### config.mk
export PLATFORM = sky130hd
export DESIGN_NAME = vec_inst_queue
export DESIGN_NICKNAME = d
export VERILOG_FILES = /design/src/rtl/vec_inst_queue.sv
export SDC_FILE = /design/constraint.sdc
export NUM_CORES = 1
export LEC_CHECK = 0
export CAP_MARGIN = 20
export CORE_MARGIN = 10
export CORE_UTILIZATION = 50
export DETAILED_ROUTE_END_ITERATION = 6
export PLACE_DENSITY_LB_ADDON = 0.12
export SLEW_MARGIN = 40
export SYNTH_ARGS = -nofsm -noshare
export SYNTH_HDL_FRONTEND = slang
export SYNTH_SLANG_ARGS = --single-unit
### constraint.sdc
create_clock -name clk -period 5.4 [get_ports clk]
set_input_delay 0.54 -clock clk [delete_from_list [all_inputs] [get_ports clk]]
set_output_delay 0.54 -clock clk [all_outputs]
set_load 0.01 [all_outputs]
### src/rtl/vec_inst_queue.sv
// vec_inst_queue: instruction queue between the scalar issue port and vec_decode.
// Accepts at most one instruction per cycle, keeps only vector instructions
// (opcodes 7'h57 and 7'h07) in a circular FIFO, and drops everything else.
// Tracks whether any queued entry is a vsetvli/vsetivli/vsetvl so the scalar
// side can stall vl/vtype reads.
//
// Optional feature: define VEC_QUEUE_BYPASS_EN to let a vector instruction
// pass combinationally to the outputs when the queue is empty and vec_decode
// is ready (nothing is stored in that case).
//
// Ports:
//   clk, reset                    clock, async active-high reset
//   inst_valid_i / inst_ready_o   scalar-side offer / accept (ready = !full)
//   inst_i, rs1_i, rs2_i          instruction word and captured scalar operands
//   flush_i                       discard all entries (highest priority)
//   vec_valid_o / vec_ready_i     head-entry handshake toward vec_decode
//   vec_inst_o, rs1_o, rs2_o      head-entry fields, zero when empty
//   count_o                       number of occupied entries
//   cfg_pending_o                 a config instruction is queued
module vec_inst_queue #(
    parameter int unsigned DEPTH = 4,
    parameter int unsigned XLEN  = 32
) (
    input  logic                       clk,
    input  logic                       reset,
    input  logic                       inst_valid_i,
    output logic                       inst_ready_o,
    input  logic [XLEN-1:0]            inst_i,
    input  logic [XLEN-1:0]            rs1_i,
    input  logic [XLEN-1:0]            rs2_i,
    input  logic                       flush_i,
    output logic                       vec_valid_o,
    input  logic                       vec_ready_i,
    output logic [XLEN-1:0]            vec_inst_o,
    output logic [XLEN-1:0]            rs1_o,
    output logic [XLEN-1:0]            rs2_o,
    output logic [$clog2(DEPTH):0]     count_o,
    output logic                       cfg_pending_o
);

    localparam int unsigned AW = $clog2(DEPTH);
    localparam int unsigned PW = AW + 1;

    localparam logic [6:0] OP_VARITH = 7'h57;
    localparam logic [6:0] OP_VLOAD  = 7'h07;
    localparam logic [2:0] F3_CFG    = 3'b111;

    typedef struct packed {
        logic [XLEN-1:0] inst;
        logic [XLEN-1:0] rs1;
        logic [XLEN-1:0] rs2;
    } entry_t;

    entry_t          mem [DEPTH];
    logic [PW-1:0]   wr_ptr;
    logic [PW-1:0]   rd_ptr;
    logic [PW-1:0]   cfg_cnt;

    logic            empty;
    logic            full;
    logic            in_is_vec;
    logic            in_is_cfg;
    logic            head_is_cfg;
    logic            enq_fire;
    logic            bypass;
    logic            wr_en;
    logic            deq_fire;
    logic            cfg_inc;
    logic            cfg_dec;
    entry_t          head;

    // Occupancy from the extra-MSB pointer scheme
    assign empty = (wr_ptr == rd_ptr);
    assign full  = (wr_ptr[AW] != rd_ptr[AW]) && (wr_ptr[AW-1:0] == rd_ptr[AW-1:0]);

    // Instruction classification
    assign in_is_vec = (inst_i[6:0] == OP_VARITH) || (inst_i[6:0] == OP_VLOAD);
    assign in_is_cfg = (inst_i[6:0] == OP_VARITH) && (inst_i[14:12] == F3_CFG);

    assign head        = mem[rd_ptr[AW-1:0]];
    assign head_is_cfg = (head.inst[6:0] == OP_VARITH) && (head.inst[14:12] == F3_CFG);

    // Ready depends on registers and reset only; held low while in reset
    assign inst_ready_o = !full && !reset;
    assign enq_fire     = inst_valid_i && inst_ready_o && !flush_i;

`ifdef VEC_QUEUE_BYPASS_EN
    // Empty queue and ready consumer: hand the instruction straight through
    assign bypass = enq_fire && in_is_vec && empty && vec_ready_i;
`else
    assign bypass = 1'b0;
`endif

    assign wr_en    = enq_fire && in_is_vec && !bypass;
    assign deq_fire = !empty && vec_ready_i && !flush_i;
    assign cfg_inc  = wr_en && in_is_cfg;
    assign cfg_dec  = deq_fire && head_is_cfg;

    // Head presentation, zeroed when there is nothing to show
    always_comb begin
        vec_valid_o = 1'b0;
        vec_inst_o  = '0;
        rs1_o       = '0;
        rs2_o       = '0;
        if (!empty) begin
            vec_valid_o = 1'b1;
            vec_inst_o  = head.inst;
            rs1_o       = head.rs1;
            rs2_o       = head.rs2;
        end else if (bypass) begin
            vec_valid_o = 1'b1;
            vec_inst_o  = inst_i;
            rs1_o       = rs1_i;
            rs2_o       = rs2_i;
        end
    end

    assign count_o       = wr_ptr - rd_ptr;
    assign cfg_pending_o = (cfg_cnt != '0);

    // Pointer and config-counter state
    always_ff @(posedge clk or posedge reset) begin
        if (reset) begin
            wr_ptr  <= '0;
            rd_ptr  <= '0;
            cfg_cnt <= '0;
        end else if (flush_i) begin
            wr_ptr  <= '0;
            rd_ptr  <= '0;
            cfg_cnt <= '0;
        end else begin
            if (wr_en) begin
                wr_ptr <= wr_ptr + PW'(1);
            end
            if (deq_fire) begin
                rd_ptr <= rd_ptr + PW'(1);
            end
            if (cfg_inc && !cfg_dec) begin
                cfg_cnt <= cfg_cnt + PW'(1);
            end else if (cfg_dec && !cfg_inc) begin
                cfg_cnt <= cfg_cnt - PW'(1);
            end
        end
    end

    // Entry storage; contents are qualified by the pointers so no reset needed
    always_ff @(posedge clk) begin
        if (wr_en) begin
            mem[wr_ptr[AW-1:0]] <= '{inst: inst_i, rs1: rs1_i, rs2: rs2_i};
        end
    end

endmodule

==> metrics list <==
- After routing the design area is between 15000 and 20000 µm².
- For this block, the routed nets add up to roughly 32000 µm of wire.
- Area of the multi-input gates: between 3000 and 4000 µm²
- At the worst endpoint, the arrival time is ~3500 ps.
- Setup violations remaining at the end of the flow were counted as 0.
- Count of flip-flops with a built-in enable after synthesis: between 300 and 400
* Setup repair after global routing missed its margin: false
- WHS: between 300 and 400 ps
- FF/Latch Area: 11760 µm²
- From left edge to right edge, the die measures about 200 µm.
* Count of cell types in the netlist: between 40 and 50
- Of the post-synthesis cell area, the dominant cell type holds 0.7519.
- Worst-case clock buffer depth: 3
- Fraction of layout cells with a size suffix above 1: 0.1707
- Total power density per cell area: between 300 and 400 nW/µm²
- For this run, the number of Yosys warnings is 0.
- Number of vias per cell: roughly 5.6
- Clock root buffer master: sky130_fd_sc_hd__clkbuf_16
- Period Utilization, post-route: 0.7461
- Diode insertion count for antenna repair: 0
- Synthesis-to-layout area growth: 24.06%
- Remaining DRCs: 0
- TritonCTS built the clock tree.
- Static timing analysis puts the maximum clock frequency at ~250 MHz.
* Buffers and inverters on the worst path: 2
- The number of global-route vias before repair was 8229.
- The detailed router finished its first iteration with between 500 and 600 violations.
* Global-route wire length before repair: about 50000 µm
- Worst path max stage delay: between 900 and 1000 ps
- Count of input and output buffers: ~200
- Cell type with the highest aggregate area in the netlist: sky130_fd_sc_hd__edfxtp_1
* Number of top-level design ports: 203
- Final clock skew: between 20 and 25 ps
* Clock sink total: 393
- Of all nets on the critical path, the largest fanout is 37.
- Inst Count DP: between 1000 and 1500
* Clock Latency Late Sink: 540 ps
- Post-synthesis instance area: between 15000 and 20000 µm²
* Peak VDD IR: roughly 0.25 mV
- Once routing completed, OpenROAD measured the worst setup slack at approximately 1400 ps.
* Num CTS Buffers: 39
* Vertical extent of the die: about 200 µm
- Pwr Total: roughly 5.9 mW
- Number of hold violations in the final report: 0
* Post-CTS resize count: 0
- For this run, the post-layout net count is 1041.
- Remaining Overflow, GRT: 0
- The most used flip-flop cell after synthesis is sky130_fd_sc_hd__edfxtp_1.
- Max H-tree Level: 2
- Once the clock tree was built, the setup fixing pass inserted 0 buffers.
- The worst pin sits at a relative slew slack of 0.5048.
- Critical path data required time: ~5000 ps
- After filler insertion, the fill cell instance count of the layout stands at 2144.
- OpenSTA, run right after detailed placement, puts the worst setup slack at 1196 ps.
- Standby leakage power: 6.019 nW
* Number of cells in the finished layout apart from fillers: 1357
- Worst path cell trace: buf_4 -> mux4_2 -> and2_1 -> clkdlybuf4s50_1
- After synthesis the netlist holds a flip-flop and latch count of a little under 400.
- The max-slew violation count is 0.
- For this run, the register share of the synthesized area comes to 0.7666.
- The core region is 30430 µm².
* Proportion of synthesized flip-flops having asynchronous set or reset: 0.02290
- Clock-pin slew on the worst setup and hold paths: about 60 ps
- The routed design could run at a clock period as short as 4029 ps.
- Setup TNS after final layout: 0 ps
* Utilization after layout: 0.6252
- The flow ran to the end, and the final reports show no timing, DRC or antenna violations.
- By area the synthesized netlist is led by sky130_fd_sc_hd__edfxtp_1 (75%), sky130_fd_sc_hd__mux4_2 (14%), sky130_fd_sc_hd__and2_1 (4.2%).
- All-layer global routing usage: 0.1682
- A synthesized cell averages roughly 22 µm².
* Max cap viols: 0
- Vias: about 7500
- Iteration count of the initial detailed-routing pass: 5
* Worst Tran Pin Value: 742.8 ps
- Gate family responsible for the most delay along the worst path: buffers and inverters
- The floorplan step defined a die boundary enclosing approximately 38000 µm².
* Count of hold-fix buffers inserted at cts: 0
* Placed standard-cell area: 17850 µm²
* Nature of the critical path startpoint: register
* Cells after Synth: ~710
* Weighted congestion at the end of routability-driven global placement: around 0.84
- The initialized floorplan defines 64 standard-cell rows.
* Maximum number of pins on one net before global-route repair: about 100
- The number of nets in the synthesized netlist is between 800 and 900.
* Number of antenna violations at the first check in global routing: 1
* Effective utilization at floorplan: 0.5040
* Antenna-violating nets left: 0
- The worst setup path is of the reg2out kind.
- Sum of net half-perimeters after detailed placement: a little over 20000 µm
- Type of the worst min-delay path: in2async
- Slowest stage cell on the critical path: sky130_fd_sc_hd__dfrtp_4
- After detailed routing, the average wire length per cell comes to 23.78 µm.
* Crit. End Element: primary output
[sequential cells by signal, indices dropped and copies added, names as in the netlist]
| name | cells |
|---|---|
| mem | 384 |
| cfg_cnt | 3 |
| rd_ptr | 3 |
| wr_ptr | 3 |
[cell type report]
cell class	count	share of cell area
clock inverters	25	0.007892
repair buffers	212	0.1142
flip-flops and latches	393	0.6183
well taps	396	0.02604
inverters	11	0.002170
clock buffers	46	0.05268
multi-input cells	274	0.1787
[kinds of logic (layout without fill, tap and decap cells)]
family | count (synthesis) | count (layout) | synth area share
compound gates | 17 | 17 | 0.007833
xor+xnor | 7 | 7 | 0.004895
fa+ha+maj | 9 | 9 | 0.008322
buf+inv | 45 | 294 | 0.01281
flops | 393 | 393 | 0.7666
mux | 97 | 97 | 0.1419
simple gates | 144 | 144 | 0.05768
[metal layers]
metal  vias to the layer above  wire length [µm]  part of all wire  GRT usage
li1                       3329                 -                 -          -
met2                       236             16180              0.50     0.2757
met5                         -                 9           0.00028          0
met1                      3931             13280              0.41     0.2228
met4                         2               556             0.017    0.03931
met3                        49              2242             0.069    0.04231
[cell usage after synthesis, types with 2 or more instances]
library cell and instances:
sky130_fd_sc_hd__nor3_1 2, sky130_fd_sc_hd__dfrtp_1 9, sky130_fd_sc_hd__buf_2 13, sky130_fd_sc_hd__nand2_1 6, sky130_fd_sc_hd__ha_1 7, sky130_fd_sc_hd__nand2b_1 2
sky130_fd_sc_hd__a211o_1 2, sky130_fd_sc_hd__and2_1 102, sky130_fd_sc_hd__inv_1 11, sky130_fd_sc_hd__o21ai_0 3, sky130_fd_sc_hd__and4_1 2, sky130_fd_sc_hd__nor2_1 9
sky130_fd_sc_hd__a21oi_1 4, sky130_fd_sc_hd__fa_1 2, sky130_fd_sc_hd__o211ai_1 3, sky130_fd_sc_hd__mux4_2 95, sky130_fd_sc_hd__nand4b_1 2, sky130_fd_sc_hd__nand4_1 3
sky130_fd_sc_hd__nand3_1 7, sky130_fd_sc_hd__edfxtp_1 384, sky130_fd_sc_hd__xor2_1 5, sky130_fd_sc_hd__clkbuf_1 18
[power breakdown]
group          total (mW)  switching (mW)  internal [mW]  leakage, nW
logic               0.151          0.0674         0.0833         1.89
clock network        2.44            1.07           1.38        0.561
registers            3.35         0.00138           3.35         3.57
total                5.94            1.14           4.81         6.02
[layout by cell type (no fill, tap or decap), types with 5 or more instances in the layout]
cell type and n:
sky130_fd_sc_hd__edfxtp_1 384, sky130_fd_sc_hd__clkdlybuf4s50_1 202, sky130_fd_sc_hd__and2_1 98, sky130_fd_sc_hd__mux4_2 95
sky130_fd_sc_hd__clkbuf_16 39, sky130_fd_sc_hd__clkinv_1 13, sky130_fd_sc_hd__inv_1 11, sky130_fd_sc_hd__nor2_1 9
sky130_fd_sc_hd__nand3_1 7, sky130_fd_sc_hd__ha_1 7, sky130_fd_sc_hd__dfrtp_1 7, sky130_fd_sc_hd__clkbuf_1 7
sky130_fd_sc_hd__nand2_1 6, sky130_fd_sc_hd__clkinv_2 6, sky130_fd_sc_hd__buf_12 6, sky130_fd_sc_hd__xor2_1 5
[worst paths after layout]
path                            cells past startpoint  slack [ps]               endpoint                  start
max in group asynchronous                           2        4720  rd_ptr[1]$_DFFE_PP0P_                  reset
worst min register to register                      1         570  wr_ptr[0]$_DFFE_PP0P_  wr_ptr[0]$_DFFE_PP0P_
worst max-delay path                                4        1370         vec_inst_o[17]  rd_ptr[0]$_DFFE_PP0P_
worst min-delay path                                2         380  rd_ptr[0]$_DFFE_PP0P_                  reset
min in group clk                                    1         570  wr_ptr[0]$_DFFE_PP0P_  wr_ptr[0]$_DFFE_PP0P_
worst max register to register                      6        1530   mem[3][85]$_DFFE_PP_  rd_ptr[0]$_DFFE_PP0P_
Power figures use the tool's default switching activity.
==> RTL edit: new RTL, config.mk and constraints unchanged <==
Set the parameter `XLEN` to 16 (it was 32).
--- a/src/rtl/vec_inst_queue.sv
+++ b/src/rtl/vec_inst_queue.sv
@@ -19,7 +19,7 @@
 //   cfg_pending_o                 a config instruction is queued
 module vec_inst_queue #(
     parameter int unsigned DEPTH = 4,
-    parameter int unsigned XLEN  = 32
+    parameter int unsigned XLEN  = 16
 ) (
     input  logic                       clk,
     input  logic                       reset,
Ports: changed (6 resized); port bits go from 203 to 107. No check against the original RTL was run, so the function may have changed too.
==> RTL edit against the original RTL <==
  * Die area shrank 43%
  * Design area decreased by 47%
  * Clock skew down 0.0070 ns
  * Total power fell by 43%
  * Synthesized area is 48% lower
  * Sequential cell count down 192
  * Routed wire length shrank 51%
  * Combinational power decreased by 47%
  * Worst setup slack gained 0.39 ns
  * Global-route usage is 1.8 points lower
  * Synthesized cell count fell by 45%
  * Final cell count shrank 46%
  * First-iteration DRC count is 59% lower
==> RTL edit: results (changes against the original RTL) <==
Synth Instances 389 (-45%); wire length on met2 7690 µm (-52%); dpl cell area 9350 µm² (-48%); Signal buf overhead 11.2% (-0.24 points); Net Switching 0.000610 W (-46%); nets@finish 570 (-45%); Final Skew 0.0171 ns (-0.00697 ns); initial antenna violation count 0 (-1); worst r2r src rd_ptr[1]; worst slew pin tran 0.773 ns (+0.0305 ns); Final Cell Area 10100 µm² (-47%); TritonCTS Buffers 21 (-46%); compound-gate portion of the synthesized area 0.795% (+0.012 points); Max VDD drop 249 µV (-1.2%); # clk buffers 24 (-48%); synth unique cells 36 (-16%); drt first pass iters 6 (+1); largest net degree at the start of global routing 52 (-49%); Placed Cells 701 (-45%); Non-CTS buffers 114 (-46%); H-tree levels 1 (-1); number of flops mapped to enable cells by yosys 192 (-50%); Placement Setup Slack 1.76 ns (+0.566 ns); fillcell total 1109 (-48%); final period utilization 67.4% (-7.2 points); num rows 46 (-28%); first-pass GRT wire length 25600 µm (-49%); Post-synth top cells 192 x edfxtp_1, 49 x and2_1, 47 x mux4_2; status finished clean; Reg2Reg Capture Point cfg_cnt[1]; fraction of area in multi-input gates 18.9% (+1.0 points); Finished Layout Cells 739 (-46%); M1 WL 7140 µm (-46%); crit path max fanout 51 (+38%); synth top area cells edfxtp_1 72%, mux4_2 13%, and2_1 3.8%; Global Route met2 Usage 24.5% (-3.1 points); xor/xnor cell area share of the yosys netlist 0.826% (+0.34 points); Clock-cell share 7.78% (+1.7 points); Leakage 3.33 nW (-45%); R2R depth 8 (+2); vias in the first global route 4492 (-45%); Synth Area in Adders 1.59% (+0.76 points)
-- RTL edit: cell types whose count changed after synthesis, moves of 3 or more --
cell,delta
a21oi_1,-4
and2_1,-53
and3_1,+4
buf_1,+4
buf_2,-10
clkbuf_1,-10
edfxtp_1,-192
mux4_2,-48
nand3_1,-3
nor2_1,-3
-- RTL edit: power by group through the flow --
stage	Combinational, W	Sequential, W	Clock (W)
4_1_cts	0.0000806	0.00171	0.00165
3_5_place_dp	0.0000803	0.00174	0
3_3_place_gp	0.0000767	0.00174	0
5_1_grt	0.0000864	0.00171	0.00173
2_1_floorplan	0.0000150	0.00174	0
6_report	0.0000798	0.00171	0.00163
-- RTL edit: critical path, stage by stage, from the launching register on --
cell and delay, ns:
dfrtp_2 0.83, inv_1 0.10, ha_1 0.33, nand2_1 0.09, or2_4 0.44, and2_1 0.25
clkdlybuf4s50_1 0.55
